File: src/rtl/key_freq_ctrl.sv
// Key-driven frequency tuning word controller for a DDS.
// Up/down keys adjust the tuning word by a selectable decade step, with
// long-press auto-repeat; the step key cycles the decade exponent 0..5.

// Per-key press/long-press/repeat sequencer for the up and down keys.
module key_repeat_fsm #(
    parameter logic [31:0] LONG_CYC = 32'd50_000_000,
    parameter logic [31:0] REP_CYC  = 32'd10_000_000
) (
    input  logic clk,
    input  logic rst,
    input  logic key,
    output logic evt
);

    typedef enum logic [1:0] {
        IDLE,
        PRESS,
        REPEAT
    } state_t;

    state_t      state;
    logic        prev;
    logic [31:0] cnt;
    logic        press;
    logic        rep_hit;

    // The counter holds cycles elapsed since the last event minus one, so an
    // event fires on the edge where the counter would reach the interval.
    always_comb begin
        press   = prev & ~key;
        rep_hit = 1'b0;
        case (state)
            PRESS:   rep_hit = ~key && ((cnt + 32'd1) == LONG_CYC);
            REPEAT:  rep_hit = ~key && ((cnt + 32'd1) == REP_CYC);
            default: rep_hit = 1'b0;
        endcase
        evt = press | rep_hit;
    end

    // Sample history, state and hold counter; a released key always returns to IDLE.
    always_ff @(posedge clk) begin
        if (rst) begin
            prev  <= 1'b0;
            state <= IDLE;
            cnt   <= 32'd0;
        end else begin
            prev <= key;
            if (key) begin
                state <= IDLE;
                cnt   <= 32'd0;
            end else begin
                case (state)
                    IDLE: begin
                        if (press) begin
                            state <= PRESS;
                            cnt   <= 32'd0;
                        end
                    end
                    PRESS: begin
                        if (rep_hit) begin
                            state <= REPEAT;
                            cnt   <= 32'd0;
                        end else begin
                            cnt <= cnt + 32'd1;
                        end
                    end
                    REPEAT: begin
                        if (rep_hit) begin
                            cnt <= 32'd0;
                        end else begin
                            cnt <= cnt + 32'd1;
                        end
                    end
                    default: begin
                        state <= IDLE;
                        cnt   <= 32'd0;
                    end
                endcase
            end
        end
    end

endmodule

module key_freq_ctrl #(
    parameter logic [31:0] FW_INIT  = 32'd1000,
    parameter logic [31:0] FW_MIN   = 32'd1,
    parameter logic [31:0] FW_MAX   = 32'd100_000_000,
    parameter logic [31:0] FW_UNIT  = 32'd1,
    parameter logic [31:0] LONG_CYC = 32'd50_000_000,
    parameter logic [31:0] REP_CYC  = 32'd10_000_000
) (
    input  logic        clk,
    input  logic        rst,
    input  logic        key_up,
    input  logic        key_dn,
    input  logic        key_step,
    output logic [31:0] fword,
    output logic [2:0]  step_idx,
    output logic        fword_vld
);

    logic        up_evt;
    logic        dn_evt;
    logic        step_prev;
    logic        step_evt;
    logic [31:0] step_val;
    logic [32:0] sum_wide;
    logic [32:0] floor_wide;
    logic [31:0] next_fword;

    key_repeat_fsm #(
        .LONG_CYC (LONG_CYC),
        .REP_CYC  (REP_CYC)
    ) u_up (
        .clk (clk),
        .rst (rst),
        .key (key_up),
        .evt (up_evt)
    );

    key_repeat_fsm #(
        .LONG_CYC (LONG_CYC),
        .REP_CYC  (REP_CYC)
    ) u_dn (
        .clk (clk),
        .rst (rst),
        .key (key_dn),
        .evt (dn_evt)
    );

    // Decade step table indexed by the current (pre-update) step exponent.
    always_comb begin
        step_evt = step_prev & ~key_step;
        case (step_idx)
            3'd0:    step_val = FW_UNIT;
            3'd1:    step_val = FW_UNIT * 32'd10;
            3'd2:    step_val = FW_UNIT * 32'd100;
            3'd3:    step_val = FW_UNIT * 32'd1000;
            3'd4:    step_val = FW_UNIT * 32'd10000;
            3'd5:    step_val = FW_UNIT * 32'd100000;
            default: step_val = FW_UNIT;
        endcase
    end

    // Saturating tuning-word arithmetic in 33 bits; simultaneous up and down cancel.
    always_comb begin
        sum_wide   = {1'b0, fword} + {1'b0, step_val};
        floor_wide = {1'b0, FW_MIN} + {1'b0, step_val};
        next_fword = fword;
        if (up_evt && !dn_evt) begin
            if (sum_wide > {1'b0, FW_MAX}) begin
                next_fword = FW_MAX;
            end else begin
                next_fword = sum_wide[31:0];
            end
        end else if (dn_evt && !up_evt) begin
            if ({1'b0, fword} < floor_wide) begin
                next_fword = FW_MIN;
            end else begin
                next_fword = fword - step_val;
            end
        end
    end

    // Registered outputs: tuning word, change pulse and step exponent.
    always_ff @(posedge clk) begin
        if (rst) begin
            fword     <= FW_INIT;
            fword_vld <= 1'b0;
            step_idx  <= 3'd0;
            step_prev <= 1'b0;
        end else begin
            fword     <= next_fword;
            fword_vld <= (next_fword != fword);
            step_prev <= key_step;
            if (step_evt) begin
                step_idx <= (step_idx == 3'd5) ? 3'd0 : step_idx + 3'd1;
            end
        end
    end

endmodule

File: config.mk
export PLATFORM = sky130hd
export DESIGN_NAME = key_freq_ctrl
export DESIGN_NICKNAME = d
export VERILOG_FILES = /design/src/rtl/key_freq_ctrl.sv
export SDC_FILE = /design/constraint.sdc
export NUM_CORES = 1
export LEC_CHECK = 0
export BUFFER_PORTS_ARGS = -buffer_cell sky130_fd_sc_hd__clkbuf_2
export CAP_MARGIN = 20
export CORE_MARGIN = 3
export CORE_UTILIZATION = 40
export CTS_CLUSTER_SIZE = 12
export DETAILED_ROUTE_END_ITERATION = 10
export SLEW_MARGIN = 0
export SYNTH_ARGS = -nofsm -noshare
export SYNTH_HDL_FRONTEND = slang
export SYNTH_SLANG_ARGS = --single-unit
File: constraint.sdc
create_clock -name clk -period 6.24 [get_ports clk]
set_input_delay 0.624 -clock clk [delete_from_list [all_inputs] [get_ports clk]]
set_output_delay 0.624 -clock clk [all_outputs]
set_load 0.05 [all_outputs]
==> results of run 1 <==
[cell usage after synthesis (7+ instances only)]
master / number
a2111oi_0: 8
a211oi_1: 24
a21o_1: 12
a21oi_1: 124
a221oi_1: 7
a22oi_1: 16
a31oi_1: 14
and2_1: 9
and3_1: 20
and4_1: 13
buf_1: 7
clkbuf_1: 88
dfxtp_1: 107
ha_1: 56
inv_1: 50
mux2i_1: 7
nand2_1: 129
nand2b_1: 19
nand3_1: 56
nand4_1: 33
nand4b_1: 10
nor2_1: 189
nor2b_1: 17
nor3_1: 61
nor3b_1: 11
nor4_1: 33
o2111ai_1: 7
o211ai_1: 14
o21ai_0: 81
o21bai_1: 9
o22ai_1: 10
o31a_1: 7
o31ai_1: 7
or2_2: 10
or3_1: 26
or4_1: 13
xnor2_1: 41
xor2_1: 22
[worst max-delay path: stages (launching register included)]
cell and delay, ps:
dfxtp_2 410, inv_1 90, ha_1 350, nor2_1 230, nand2_1 150, ha_1 410, nand4b_1 270, or3_1 390
a2111oi_2 320, buf_4 190, nor3_1 70, buf_4 210, or3_1 480, xnor2_1 160, a211oi_1 320, a21oi_1 110
buf_4 210, nor2_1 110, buf_4 260, a2111oi_0 140, or4_1 530, nor4_1 190, a41oi_1 150
[area by class of cell]
class	instances	area [µm²]
fillers	2547	13600
multi-input cells	1199	7430
clock inverters	5	66.3
clock buffers	11	253
repair buffers	82	523
inverters	50	188
well taps	324	405
flip-flops and latches	107	2140
[metal layers]
layer / GRT usage / wire (µm)
met4: 0.0633 / 760
met3: 0.0624 / 3360
met5: 0 / 0
met2: 0.374 / 14700
met1: 0.368 / 16000
[power groups by stage]
stage / clock [µW] / sequential, µW / combinational [µW]
global placement: 0 / 763 / 577
floorplan: 0 / 793 / 361
CTS: 650 / 746 / 576
detailed placement: 0 / 762 / 574
global route: 677 / 751 / 641
finish: 635 / 748 / 596
[state kept, by name, indices dropped and copies added, names as in the netlist]
signal,cells
u_up.prev,1
fword_vld,1
u_up.state,2
u_dn.state,2
u_dn.prev,1
fword,32
step_idx,3
step_prev,1
u_up.cnt,32
u_dn.cnt,32
[kinds of logic (layout without fill, tap and decap cells)]
family / after synthesis / after routing / share of synthesized area
simple gates: 669 / 669 / 0.337
mux: 9 / 9 / 0.00914
buf+inv: 152 / 148 / 0.0572
xor+xnor: 63 / 63 / 0.0545
compound gates: 400 / 400 / 0.258
flops: 107 / 107 / 0.212
fa+ha+maj: 58 / 58 / 0.0731
[metrics by stage]
| stage | power (µW) | setup TNS, ps | utilization | area, µm² | std cells |
|---|---|---|---|---|---|
| 6_report | 1980 | 0 | 0.448 | 11000 | 1778 |
| 3_3_place_gp | 1340 | 0 | 0.433 | 10700 | 1761 |
| 2_1_floorplan | 1150 | 0 | - | 10100 | 1458 |
| 5_1_grt | 2070 | -7.68 | 0.448 | 11000 | 1778 |
| 3_5_place_dp | 1340 | 0 | 0.433 | 10700 | 1761 |
| 4_1_cts | 1970 | 0 | 0.446 | 11000 | 1777 |
[cells in the final DEF, fill, tap and decap left out, types with 9 or more instances in the layout]
cell / count
nor2_1: 187
nand2_1: 129
a21oi_1: 124
dfxtp_1: 106
o21ai_0: 81
nor3_1: 61
nand3_1: 56
ha_1: 56
inv_1: 49
xnor2_1: 41
buf_4: 41
clkbuf_2: 40
nand4_1: 33
nor4_1: 31
or3_1: 26
a211oi_1: 23
xor2_1: 22
and3_1: 20
nand2b_1: 19
nor2b_1: 17
a22oi_1: 16
o211ai_1: 14
a31oi_1: 14
and4_1: 13
or4_1: 13
a21o_1: 12
nor3b_1: 11
nand4b_1: 10
o22ai_1: 10
or2_2: 10
and2_1: 9
o21bai_1: 9
clkbuf_16: 9
[repair_timing]
action,CTS,global route
endpoints found under the hold margin,0,0
hold buffers,0,0
gates resized for setup,0,9
setup endpoints to repair,0,3
[worst max-delay path by stage]
stage,start,end,slack [ps],cells past startpoint
final,step_idx[1],fword_vld,370,22
after global routing,step_idx[1],fword_vld,-8,22
after CTS,step_idx[1],fword_vld,210,22
after detailed placement,step_idx[1],fword_vld,250,22
after global placement,step_idx[1],fword_vld,290,22
after floorplan,step_idx[1],fword_vld,410,21
==> results_dict.tcl, run 1 <==
set metrics [dict create \
    synth_top_cells_by_area "dfxtp_1 (21%), nor2_1 (7.0%), ha_1 (6.9%)" \
    io_pins 41 \
    drcViolationCount 0 \
    floorplan.initialDensity 0.412 \
    clk_latency_ps 370 \
    viasPerCell 6.25 \
    drv_slew 0 \
    wl_per_cell_um 19.6 \
    wirelength_um 34800 \
    cts_tree "done" \
    antenna_found_initial 0 \
    drt-pass1-iter-count 10 \
    vias 11100 \
    grt_max_degree 42 \
    slew_headroom 0.385 \
    synth_area_per_cell_um2 6.95 \
    clkSinkCount 107 \
    finalCritPeriodShare 0.941 \
    drt_iter0_drc 1245 \
    whs_ps 490 \
    gp_congestion 0.948 \
    ir_worst_vdd_v 0.000122 \
    worst_slack_ps 367 \
    power_frac_clock 0.321 \
    h-tree-depth 3 \
    regToRegSetupSlack_ps 370 \
    rr_worst_depth 22 \
    power_switching_uw 749 \
    setup_viol 0 \
    p_per_area_mw_per_mm2 180 \
    start_kind "flip-flop" \
    synth.top_cell.area_share 0.212 \
    p_sw_frac 0.379 \
    fmax_ghz 0.170 \
    yosys_warnings 0 \
    numCtsBuffers 9 \
    core.rowCount 57 \
    syn_inst 1458 \
    die_w_um 165 \
    final.min_clock_period_ps 5870 \
    synthArstFlopShare 0 \
    syn_area_mm2 0.0101 \
    die_h_um 165 \
    grt_overflow 0 \
    synth.net_count 1521 \
    grt_pass1_vias 10100 \
    postCtsSetupBuffers 0 \
    finalHoldViolCount 0 \
    layout-drive-gt1-share 0.0915 \
    ys_seq_elements 107 \
    clock-root-buffer "clkbuf_16" \
    cp.required_ps 6470 \
    status "finished, final reports clean" \
    ys.flop_type "dfxtp_1" \
    io_buffers 40 \
    place_ws_ps 249 \
    whs_path_depth 2 \
    intPower_uw 1230 \
    min_delay_worst_endpoint "step_prev" \
    r2r-end "fword_vld" \
    hp-start "key_step" \
    syn_to_final_growth_pct 8.76 \
    crit_arrival_ps 6100 \
    leakage_uw 0.00395 \
    place_hpwl_um 25300 \
    synth_edf_count 0 \
    yosysTopAreaCell "dfxtp_1" \
    core-area_mm2 0.0246 \
    synth_seq_area_share 0.212 \
    clockBufferDepth 2 \
    cp_max_fo 20 \
    critPathCaptureType "flip-flop" \
    synthDistinctLibCells 82 \
    drtAntennaViolNets 0 \
    worst_pin_slew_ps 922 \
    diodes 0 \
    share_comb_of_total_power 0.301 \
    grt_pass1_wl_um 55500 \
    die_area_mm2 0.0273 \
    final.setup_skew_ps 17.0 \
    nets 1512 \
    pwr-share-seq 0.378 \
    drv_cap 0 \
    r2r_start "step_idx[1]" \
    worstSetupPathType "flip-flop to flip-flop" \
    grt_use_total 0.253 \
    hold_class "input pin to flip-flop" \
    clk_pin_slew_ps 90 \
]
No activity file was read; power rests on OpenSTA's default activity.
==> inputs of run 2 (changes only) <==
==> constraint.sdc (replaced) <==
create_clock -name clk -period 5.35 [get_ports clk]
set_input_delay 0.535 -clock clk [delete_from_list [all_inputs] [get_ports clk]]
set_output_delay 0.535 -clock clk [all_outputs]
set_load 0.05 [all_outputs]
==> results_dict.tcl, run 2 (synthesized netlist as in run 1, its figures left out) <==
set metrics [dict create \
    drv_cap 0 \
    floorplan.initialDensity 0.412 \
    design_area_mm2 0.0117 \
    power.total_uw 2330 \
    gp_congestion 0.982 \
    leakage_uw 0.00432 \
    critPathCaptureType "flip-flop" \
    grt_pass1_wl_um 55900 \
    finalCritPeriodShare 0.960 \
    core-area_mm2 0.0246 \
    crit_chain "buf_4 -> mux2_2 -> nand2_1 -> ha_1 -> nor4_1 -> o21ai_1 -> a31oi_2 -> buf_4 -> nor3_4 -> buf_4 -> nand4bb_1 -> mux2i_1 -> a21oi_4 -> nor4_4 -> a21oi_4 -> buf_4 -> nand2b_1 -> o2111a_1 -> or4_1 -> nor4_2 -> a41oi_1" \
    vias 11500 \
    die_area_mm2 0.0273 \
    cts_tree "done" \
    top_regs "fword x32, u_dn.cnt x32, u_up.cnt x32" \
    finalHoldViolCount 0 \
    wl_per_cell_um 19.4 \
    drt-pass1-iter-count 6 \
    syn_to_final_growth_pct 15.9 \
    fin_tns_setup_ps 0 \
    nets 1583 \
    grt_use_total 0.257 \
    status "finished, final reports clean" \
    start_kind "flip-flop" \
    clk_pin_slew_ps 70 \
    grt_max_degree 42 \
    grt_overflow 0 \
    slew_headroom 0.405 \
    r2r_start "step_idx[0]" \
    r2r-end "fword_vld" \
    h-tree-depth 3 \
    wirelength_um 35900 \
    clockBufferDepth 2 \
    hp-start "key_step" \
    crit_arrival_ps 5360 \
    crit_end "fword_vld" \
    hold_class "input pin to flip-flop" \
    numCtsBuffers 9 \
    layout-drive-gt1-share 0.154 \
    viasPerCell 6.22 \
    max_stage_delay_ps 470 \
    path_delay_family "simple AND/OR/NAND/NOR gates" \
    whs_ps 406 \
    path_buf_inv 4 \
    cpMostUsedCell "buf_4" \
    antenna_found_initial 0 \
    place_hpwl_um 26600 \
    worstSetupPathType "flip-flop to flip-flop" \
    setup_viol 0 \
    critPathLaunch "step_idx[0]" \
    cp_max_fo 8 \
    die_w_um 165 \
    mostFrequentLayoutCells "nor2_1 (185), nand2_1 (127), a21oi_1 (120)" \
    clk_latency_ps 360 \
    dp.cells 1829 \
    clock-root-buffer "clkbuf_16" \
    drv_slew 0 \
    final.fill_count 2496 \
    cp.depth 21 \
    slowest_stage "dfxtp_1" \
    p_per_area_mw_per_mm2 198 \
    multiInputGateArea_mm2 0.00765 \
    io_buffers 40 \
    cp.required_ps 5570 \
    clkSinkCount 107 \
    ctsHoldBuffers 0 \
    final.min_clock_period_ps 5140 \
    rr_worst_depth 21 \
    fmax_ghz 0.195 \
    final.setup_skew_ps 10.0 \
    drcViolationCount 0 \
    worst_pin_slew_ps 893 \
    layout_commonest_cell "nor2_1" \
    die_h_um 165 \
    io_pins 41 \
    grt_pass1_vias 10200 \
    diodes 0 \
    ir_worst_vdd_v 0.000143 \
    finalNonFillerCells 1848 \
    regArea_mm2 0.00214 \
    drtAntennaViolNets 0 \
    regToRegSetupSlack_ps 210 \
    drt_iter0_drc 1304 \
    core.rowCount 57 \
    placed_area_mm2 0.0112 \
]
[run 2: what timing repair did]
| action | CTS | global route |
|---|---|---|
| pin swaps | 0 | 10 |
| setup buffers | 0 | 4 |
| endpoints found under the setup margin | 1 | 9 |
| gates resized for setup | 2 | 48 |
[run 2: where the power goes]
part | switching (µW) | total (µW) | internal (µW) | leakage, µW
clock | 323 | 698 | 375 | 0.000142
sequential | 38.6 | 855 | 817 | 0.000867
combinational | 509 | 774 | 264 | 0.00332
[run 2: worst register-to-register path, delay by kind of cell, from the launching register on]
kind,cells,cell delay (ps)
buf+inv,4,700
mux,2,630
fa+ha+maj,1,340
simple gates,8,1850
compound gates,6,1010
flops,1,470
[run 2: layout make-up]
class	instances	share of cell area
tap	324	0.0346
timing repair buffer	153	0.0894
clock inverter	4	0.00437
sequential	107	0.183
multi-input combinational	1199	0.652
clock buffer	11	0.0207
inverter	50	0.0160
[run 2: worst min-delay path by stage]
stage | end | cells past startpoint | slack [ps]
after floorplan | u_dn.cnt[28] | 2 | 450
final | step_prev | 2 | 410
after detailed placement | u_dn.cnt[12] | 2 | 480
after global placement | u_dn.cnt[28] | 2 | 470
after global routing | step_prev | 2 | 430
after CTS | step_prev | 2 | 400
[run 2: metrics by stage]
stage / utilization / worst slack (ps)
after floorplan: - / 69.7
after global routing: 0.477 / -66.0
after CTS: 0.467 / 2.27
after detailed placement: 0.454 / -18.0
after global placement: 0.454 / 77.8
final: 0.477 / 214
[run 2: metal layers]
layer	wire length (µm)	up-vias	track usage
met5	0	-	0
met4	967	0	0.0759
met3	2760	75	0.0407
met2	15500	500	0.389
met1	16700	5439	0.373
li1	-	5481	-
